## src/rtl/sha1_pkg.sv

```systemverilog
// Shared SHA-1 constants, FSM state type and rotate helper for the round sequencer.
package sha1_pkg;

  localparam int ROUNDS = 80;

  typedef enum logic [1:0] {
    ST_IDLE  = 2'd0,
    ST_ROUND = 2'd1,
    ST_FINAL = 2'd2,
    ST_DONE  = 2'd3
  } state_e;

  localparam logic [31:0] IV_H0 = 32'h67452301;
  localparam logic [31:0] IV_H1 = 32'hEFCDAB89;
  localparam logic [31:0] IV_H2 = 32'h98BADCFE;
  localparam logic [31:0] IV_H3 = 32'h10325476;
  localparam logic [31:0] IV_H4 = 32'hC3D2E1F0;

  // Packed so that IV[i] is H_i and the whole vector matches the digest layout.
  localparam logic [4:0][31:0] IV = {IV_H4, IV_H3, IV_H2, IV_H1, IV_H0};

  localparam logic [31:0] K_00_19 = 32'h5A827999;
  localparam logic [31:0] K_20_39 = 32'h6ED9EBA1;
  localparam logic [31:0] K_40_59 = 32'h8F1BBCDC;
  localparam logic [31:0] K_60_79 = 32'hCA62C1D6;

  function automatic logic [31:0] rotl(input logic [31:0] x, input int unsigned n);
    return (x << n) | (x >> (32 - n));
  endfunction

endpackage

```

## src/rtl/sha1_round_seq_if.sv

```systemverilog
// Command/status bundle between the register front-end and the SHA-1 round sequencer.
interface sha1_round_seq_if;
  logic             clr_i;
  logic             start_i;
  logic             chain_i;
  logic [511:0]     msg_i;
  logic [159:0]     digest_o;
  logic             busy_o;
  logic             done_o;
  logic             panic_o;
  logic [6:0]       round_idx_o;

  modport master (
    output clr_i, start_i, chain_i, msg_i,
    input  digest_o, busy_o, done_o, panic_o, round_idx_o
  );

  modport slave (
    input  clr_i, start_i, chain_i, msg_i,
    output digest_o, busy_o, done_o, panic_o, round_idx_o
  );
endinterface

```

## src/rtl/sha1_round.sv

```systemverilog
// One combinational SHA-1 round: selects f_t and K_t from t and produces the next A-E.
module sha1_round
  import sha1_pkg::*;
(
  input  logic [31:0] a_i,
  input  logic [31:0] b_i,
  input  logic [31:0] c_i,
  input  logic [31:0] d_i,
  input  logic [31:0] e_i,
  input  logic [31:0] w_i,
  input  logic [6:0]  t_i,
  output logic [31:0] a_o,
  output logic [31:0] b_o,
  output logic [31:0] c_o,
  output logic [31:0] d_o,
  output logic [31:0] e_o
);

  logic [31:0] f;
  logic [31:0] k;

  always_comb begin
    f = b_i ^ c_i ^ d_i;
    k = K_60_79;
    if (t_i < 7'd20) begin
      f = (b_i & c_i) | (~b_i & d_i);
      k = K_00_19;
    end else if (t_i < 7'd40) begin
      k = K_20_39;
    end else if (t_i < 7'd60) begin
      f = (b_i & c_i) | (b_i & d_i) | (c_i & d_i);
      k = K_40_59;
    end
  end

  assign a_o = rotl(a_i, 5) + f + e_i + k + w_i;
  assign b_o = a_i;
  assign c_o = rotl(b_i, 30);
  assign d_o = c_i;
  assign e_o = d_i;

endmodule

```

## src/rtl/sha1_round_seq.sv

```systemverilog
// SHA-1 compression sequencer: latches a block, runs 80 rounds one per clock, folds into H.
module sha1_round_seq
  import sha1_pkg::*;
(
  input  logic             wb_clk_i,
  input  logic             reset_n,
  sha1_round_seq_if.slave  bus
);

  state_e            state_q, state_d;
  logic [6:0]        round_q, round_d;
  logic [15:0][31:0] w_q, w_d;
  logic [31:0]       a_q, b_q, c_q, d_q, e_q;
  logic [31:0]       a_d, b_d, c_d, d_d, e_d;
  logic [4:0][31:0]  h_q, h_d;
  logic              panic_q, panic_d;

  logic [31:0]       a_nxt, b_nxt, c_nxt, d_nxt, e_nxt;
  logic [4:0][31:0]  h_sel;

  sha1_round u_round (
    .a_i (a_q), .b_i (b_q), .c_i (c_q), .d_i (d_q), .e_i (e_q),
    .w_i (w_q[0]), .t_i (round_q),
    .a_o (a_nxt), .b_o (b_nxt), .c_o (c_nxt), .d_o (d_nxt), .e_o (e_nxt)
  );

  assign h_sel = bus.chain_i ? h_q : IV;

  always_comb begin
    state_d = state_q;
    round_d = round_q;
    w_d     = w_q;
    a_d     = a_q;
    b_d     = b_q;
    c_d     = c_q;
    d_d     = d_q;
    e_d     = e_q;
    h_d     = h_q;
    panic_d = panic_q;

    if (bus.clr_i) begin
      state_d = ST_IDLE;
      h_d     = IV;
      round_d = '0;
      panic_d = 1'b0;
    end else begin
      case (state_q)
        ST_IDLE, ST_DONE: begin
          if (bus.start_i) begin
            w_d     = bus.msg_i;
            h_d     = h_sel;
            a_d     = h_sel[0];
            b_d     = h_sel[1];
            c_d     = h_sel[2];
            d_d     = h_sel[3];
            e_d     = h_sel[4];
            round_d = '0;
            state_d = ST_ROUND;
          end
        end
        ST_ROUND: begin
          a_d = a_nxt;
          b_d = b_nxt;
          c_d = c_nxt;
          d_d = d_nxt;
          e_d = e_nxt;
          // Rolling 16-word window: w[0] is always W[t] for the round being executed.
          w_d = {rotl(w_q[13] ^ w_q[8] ^ w_q[2] ^ w_q[0], 1), w_q[15:1]};
          if (round_q == 7'(ROUNDS - 1)) state_d = ST_FINAL;
          else                           round_d = round_q + 7'd1;
          if (bus.start_i) panic_d = 1'b1;
        end
        ST_FINAL: begin
          h_d[0]  = h_q[0] + a_q;
          h_d[1]  = h_q[1] + b_q;
          h_d[2]  = h_q[2] + c_q;
          h_d[3]  = h_q[3] + d_q;
          h_d[4]  = h_q[4] + e_q;
          state_d = ST_DONE;
          if (bus.start_i) panic_d = 1'b1;
        end
        default: state_d = ST_IDLE;
      endcase
    end
  end

  always_ff @(posedge wb_clk_i or negedge reset_n) begin
    if (!reset_n) begin
      state_q <= ST_IDLE;
      round_q <= '0;
      w_q     <= '0;
      a_q     <= '0;
      b_q     <= '0;
      c_q     <= '0;
      d_q     <= '0;
      e_q     <= '0;
      h_q     <= IV;
      panic_q <= 1'b0;
    end else begin
      state_q <= state_d;
      round_q <= round_d;
      w_q     <= w_d;
      a_q     <= a_d;
      b_q     <= b_d;
      c_q     <= c_d;
      d_q     <= d_d;
      e_q     <= e_d;
      h_q     <= h_d;
      panic_q <= panic_d;
    end
  end

  assign bus.digest_o    = h_q;
  assign bus.busy_o      = (state_q == ST_ROUND) || (state_q == ST_FINAL);
  assign bus.done_o      = (state_q == ST_DONE);
  assign bus.panic_o     = panic_q;
  assign bus.round_idx_o = round_q;

endmodule

```

## src/flat_wrapper.sv

```systemverilog
// flat-port wrapper written by rule: the top's interface ports become plain ports
module sha1_round_seq_flat import sha1_pkg::*;
  (wb_clk_i, reset_n, bus_clr_i, bus_start_i, bus_chain_i, bus_msg_i, bus_digest_o, bus_busy_o, bus_done_o, bus_panic_o, bus_round_idx_o);
  sha1_round_seq_if bus_i ();
  input  logic wb_clk_i;
  input  logic reset_n;
  input wire logic [$bits(bus_i.clr_i)-1:0] bus_clr_i;
  input wire logic [$bits(bus_i.start_i)-1:0] bus_start_i;
  input wire logic [$bits(bus_i.chain_i)-1:0] bus_chain_i;
  input wire logic [$bits(bus_i.msg_i)-1:0] bus_msg_i;
  output wire logic [$bits(bus_i.digest_o)-1:0] bus_digest_o;
  output wire logic [$bits(bus_i.busy_o)-1:0] bus_busy_o;
  output wire logic [$bits(bus_i.done_o)-1:0] bus_done_o;
  output wire logic [$bits(bus_i.panic_o)-1:0] bus_panic_o;
  output wire logic [$bits(bus_i.round_idx_o)-1:0] bus_round_idx_o;
  assign bus_i.clr_i = bus_clr_i;
  assign bus_i.start_i = bus_start_i;
  assign bus_i.chain_i = bus_chain_i;
  assign bus_i.msg_i = bus_msg_i;
  assign bus_digest_o = bus_i.digest_o;
  assign bus_busy_o = bus_i.busy_o;
  assign bus_done_o = bus_i.done_o;
  assign bus_panic_o = bus_i.panic_o;
  assign bus_round_idx_o = bus_i.round_idx_o;
  sha1_round_seq u_core (.wb_clk_i(wb_clk_i), .reset_n(reset_n), .bus(bus_i));
endmodule
```

## config.mk

```make
export PLATFORM = sky130hd
export DESIGN_NAME = sha1_round_seq_flat
export DESIGN_NICKNAME = d
export VERILOG_FILES = /design/src/rtl/sha1_pkg.sv /design/src/rtl/sha1_round_seq_if.sv /design/src/rtl/sha1_round.sv /design/src/rtl/sha1_round_seq.sv /design/src/flat_wrapper.sv
export SDC_FILE = /design/constraint.sdc
export NUM_CORES = 2
export LEC_CHECK = 0
export CORE_AREA = 3 3 294 296
export DETAILED_ROUTE_END_ITERATION = 16
export DIE_AREA = 0 0 297 299
export PLACE_DENSITY = 0.9
export SLEW_MARGIN = 5
export SYNTH_ARGS = -nofsm -noshare
export SYNTH_HDL_FRONTEND = slang
export SYNTH_SLANG_ARGS = --single-unit
```

## constraint.sdc

```tcl
create_clock -name wb_clk_i -period 13.1 [get_ports wb_clk_i]
set_clock_uncertainty 0.1 [all_clocks]
set_input_delay 1.31 -clock wb_clk_i [delete_from_list [all_inputs] [get_ports wb_clk_i]]
set_output_delay 1.31 -clock wb_clk_i [all_outputs]
set_load 0.01 [all_outputs]
```

==> flow_summary.ini <==
[outcome]
status = finished, final reports clean

[synthesis]
synth_nets = 6203
synth_area_leaders = dfrtp_1 (38%), mux2i_1 (9.8%), o21ai_0 (7.3%)
syn-mean-instance-area_sq_um = 9.41
synth-seq-cells = 842
ys.flop_type = dfrtp_1
synthesis.instances = 5343
synth_edf_count = 0
synth_top_area_share_pct = 37.9
ys_seq_area_share_pct = 42.1
yosysUniqueCellTypes = 101
ys_async_sr_fraction_pct = 100
yosys_warnings = 0
yosysMostFrequentCell = nand2_1
synthesis.area_sq_um = 50300
synth_area_leader_cell = dfrtp_1
synthTopCellsByCount = nand2_1 (769), dfrtp_1 (762), o21ai_0 (732), mux2i_1 (494), nor2_1 (390)

[clock_tree]
cts_resized = 0
cts_buffers = 92
ctsHtreeMaxLevel = 3
clkTransAtPathRegs_ns = 0.06
cts_tree = done
clock_sink_count = 842
clockBufferDepth = 3
post_cts_buffers = 0
cts_root_buffer = clkbuf_16
clkLatencyLatePin_ns = 0.68
cts_hold_buf = 0

[floorplanning]
ios = 687
coreArea_sq_um = 83800
start_util_pct = 60.0
die_h_um = 299
fp-row-count = 106
die_w_um = 297
dieArea_sq_um = 88800

[drt]
first_pass_iters = 6
drc = 0
routedWlPerCell_um = 27.0
vias = 44654
drtIter0Drc = 4875
viasPerCell = 6.25
ant_nets = 0
drt-total-wl_mm = 193

[timing]
tightest_slew_ns = 1.29
setup_slack_ns = 5.80
period_minus_slack_ns = 7.30
setup_tns_ns = 0
maxSlewHeadroom_pct = 13.9
hold_viol_final = 0
max_freq_mhz = 137
maxSlewViolCount = 0
grt_setup_unrepaired = no
final-setup-viol-count = 0
final.period_utilization_pct = 55.7
whs_ns = 0.379

[power_and_ir_drop]
p_per_area_nw_per_um2 = 336
p_leak_nw = 26.9
finalPower_mw = 20.6
peakVddDrop_mv = 0.355

[global_routing]
grt_max_degree = 334
grt-ovfl-total = 0
grt.total_usage_pct = 41.9
grt_pass1_vias = 43330
grt_pass1_wl_mm = 277
antenna_found_initial = 77

[setup_path]
path_common_cell = inv_1
crit_buf_inv = 5
r2r-start = u_core.bus.round_idx_o[2]
reg2reg_slack_ns = 5.80
crit_path_cell_trace = a41oi_1 -> inv_1 -> nor2_1 -> inv_1 -> buf_4 -> o32ai_1 -> nor2_1 -> fa_1 -> fa_1 -> inv_1 -> fa_1 -> inv_1 -> ha_1 -> a21o_1 -> nor3_1 -> a21boi_0 -> nor3_1 -> nor3_1 -> o31ai_1 -> xnor2_1 -> a221oi_1 -> nor2_1
startpoint = u_core.bus.round_idx_o[2]
start_kind = flip-flop
end_kind = flip-flop
cp_slowest_cell = nor3_1
critPathTopFamily = compound AO/OA/AOI/OAI gates
criticalPathCategory = reg -> reg
critPathRequiredTime_ns = 13.53
cpPeakStageDelay_ns = 0.59
crit_fanout = 24
crit_arrival_ns = 7.73

[layout]
fin_nets = 6720
area_growth_pct = 21.9
stdcell_count = 7140
drive_gt1_share_pct = 5.31

[placement]
place_congestion = 0.996
place_ws_ns = 5.89
port_buffers = 686
dp.cells = 6900
hpwl_mm = 145

[hold_path]
holdCritStartpoint = u_core.w_q[173]
min_path_type = reg -> reg

[flow_run]
max-cap-violations = 0
==> path summary, 6_finish.rpt <==
check	depth (start not counted)	endpoint
setup / recovery	22	u_core.a_q[28]
hold reg to reg	2	u_core.w_q[173]
max in group asynchronous	3	u_core.w_q[397]
setup reg to reg	22	u_core.a_q[28]
min in group asynchronous	1	u_core.bus.digest_o[107]
hold / removal	2	u_core.w_q[173]
==> state kept, by name, summed over array words and instances (netlist names) <==
| register | cells |
|---|---|
| u_core.w_q | 512 |
| u_core.bus.digest_o | 160 |
| u_core.a_q | 32 |
| u_core.b_q | 32 |
| u_core.c_q | 32 |
| u_core.d_q | 32 |
| u_core.e_q | 32 |
| u_core.bus.round_idx_o | 7 |
| u_core.state_q | 2 |
| u_core.bus.panic_o | 1 |
==> cells in the final DEF (no fill, tap or decap), types with 19 or more instances in the layout <==
cell type,instances
a221oi_1,78
o21ai_1,23
a21o_1,63
xnor2_1,179
nor3_1,40
o21bai_1,25
inv_1,212
nand2b_1,33
clkbuf_8,20
xor2_1,79
dfrtp_1,762
clkbuf_16,92
nor2_1,387
mux2i_1,494
o21ai_0,732
o21a_1,30
nor2b_1,41
nand2_1,768
clkdlybuf4s50_1,685
buf_4,28
fa_1,120
nand3_1,43
o22ai_1,82
a31oi_1,22
clkbuf_1,19
dfstp_2,80
ha_1,222
a21oi_1,242
diode_2,73
==> area by class of cell <==
| type | instances | area (sq um) |
|---|---|---|
| clock inverter | 36 | 609 |
| antenna | 73 | 183 |
| sequential | 842 | 21200 |
| inverter | 213 | 802 |
| multi-input combinational | 3990 | 27300 |
| timing repair buffer | 721 | 7220 |
| tap | 1134 | 1420 |
| fill | 5988 | 22500 |
| clock buffer | 131 | 2650 |
==> worst reg2reg max path: stages, from the launching register on <==
cell and delay, ns:
dfrtp_1 0.46, a41oi_1 0.55, inv_1 0.38, nor2_1 0.55
inv_1 0.28, buf_4 0.31, o32ai_1 0.17, nor2_1 0.10
fa_1 0.48, fa_1 0.49, inv_1 0.05, fa_1 0.48
inv_1 0.04, ha_1 0.32, a21o_1 0.22, nor3_1 0.19
a21boi_0 0.57, nor3_1 0.20, nor3_1 0.59, o31ai_1 0.20
xnor2_1 0.15, a221oi_1 0.23, nor2_1 0.06
==> layer usage <==
layer  vias up  part of all wire [%]  GRT usage [%]
met5         -                 0.022              0
met4         6                    10           35.3
met3       761                   9.3           9.65
met2      2511                    46           67.6
met1     21596                    34           47.5
li1      19780                     -              -
==> metrics by stage <==
stage / instance area (sq um) / util, %
final: 61300 / 73.2
after floorplan: 50300 / -
after global routing: 61300 / 73.1
after detailed placement: 57900 / 69.0
after global placement: 57900 / 69.0
after CTS: 61100 / 72.9
==> where the power goes <==
part	internal (mW)	leakage (nW)	switching, mW
Sequential	3.72	10.4	1.83
Clock	1.64	1.58	1.16
Combinational	5.32	14.9	6.92
==> logic make-up (layout without fill, tap and decap cells) <==
family | Yosys count | count (layout) | synth area share, %
AOI/OAI and AO/OA | 1483 | 1483 | 17.7
and+or+nand+nor | 1411 | 1411 | 11.7
DFF | 842 | 842 | 42.1
buffers and inverters | 511 | 1101 | 3.83
muxes | 495 | 495 | 9.85
adders and majority gates | 343 | 343 | 10.3
xor gates and xnor gates | 258 | 258 | 4.49
other | 0 | 73 | 0
Power figures use the tool's default switching activity.
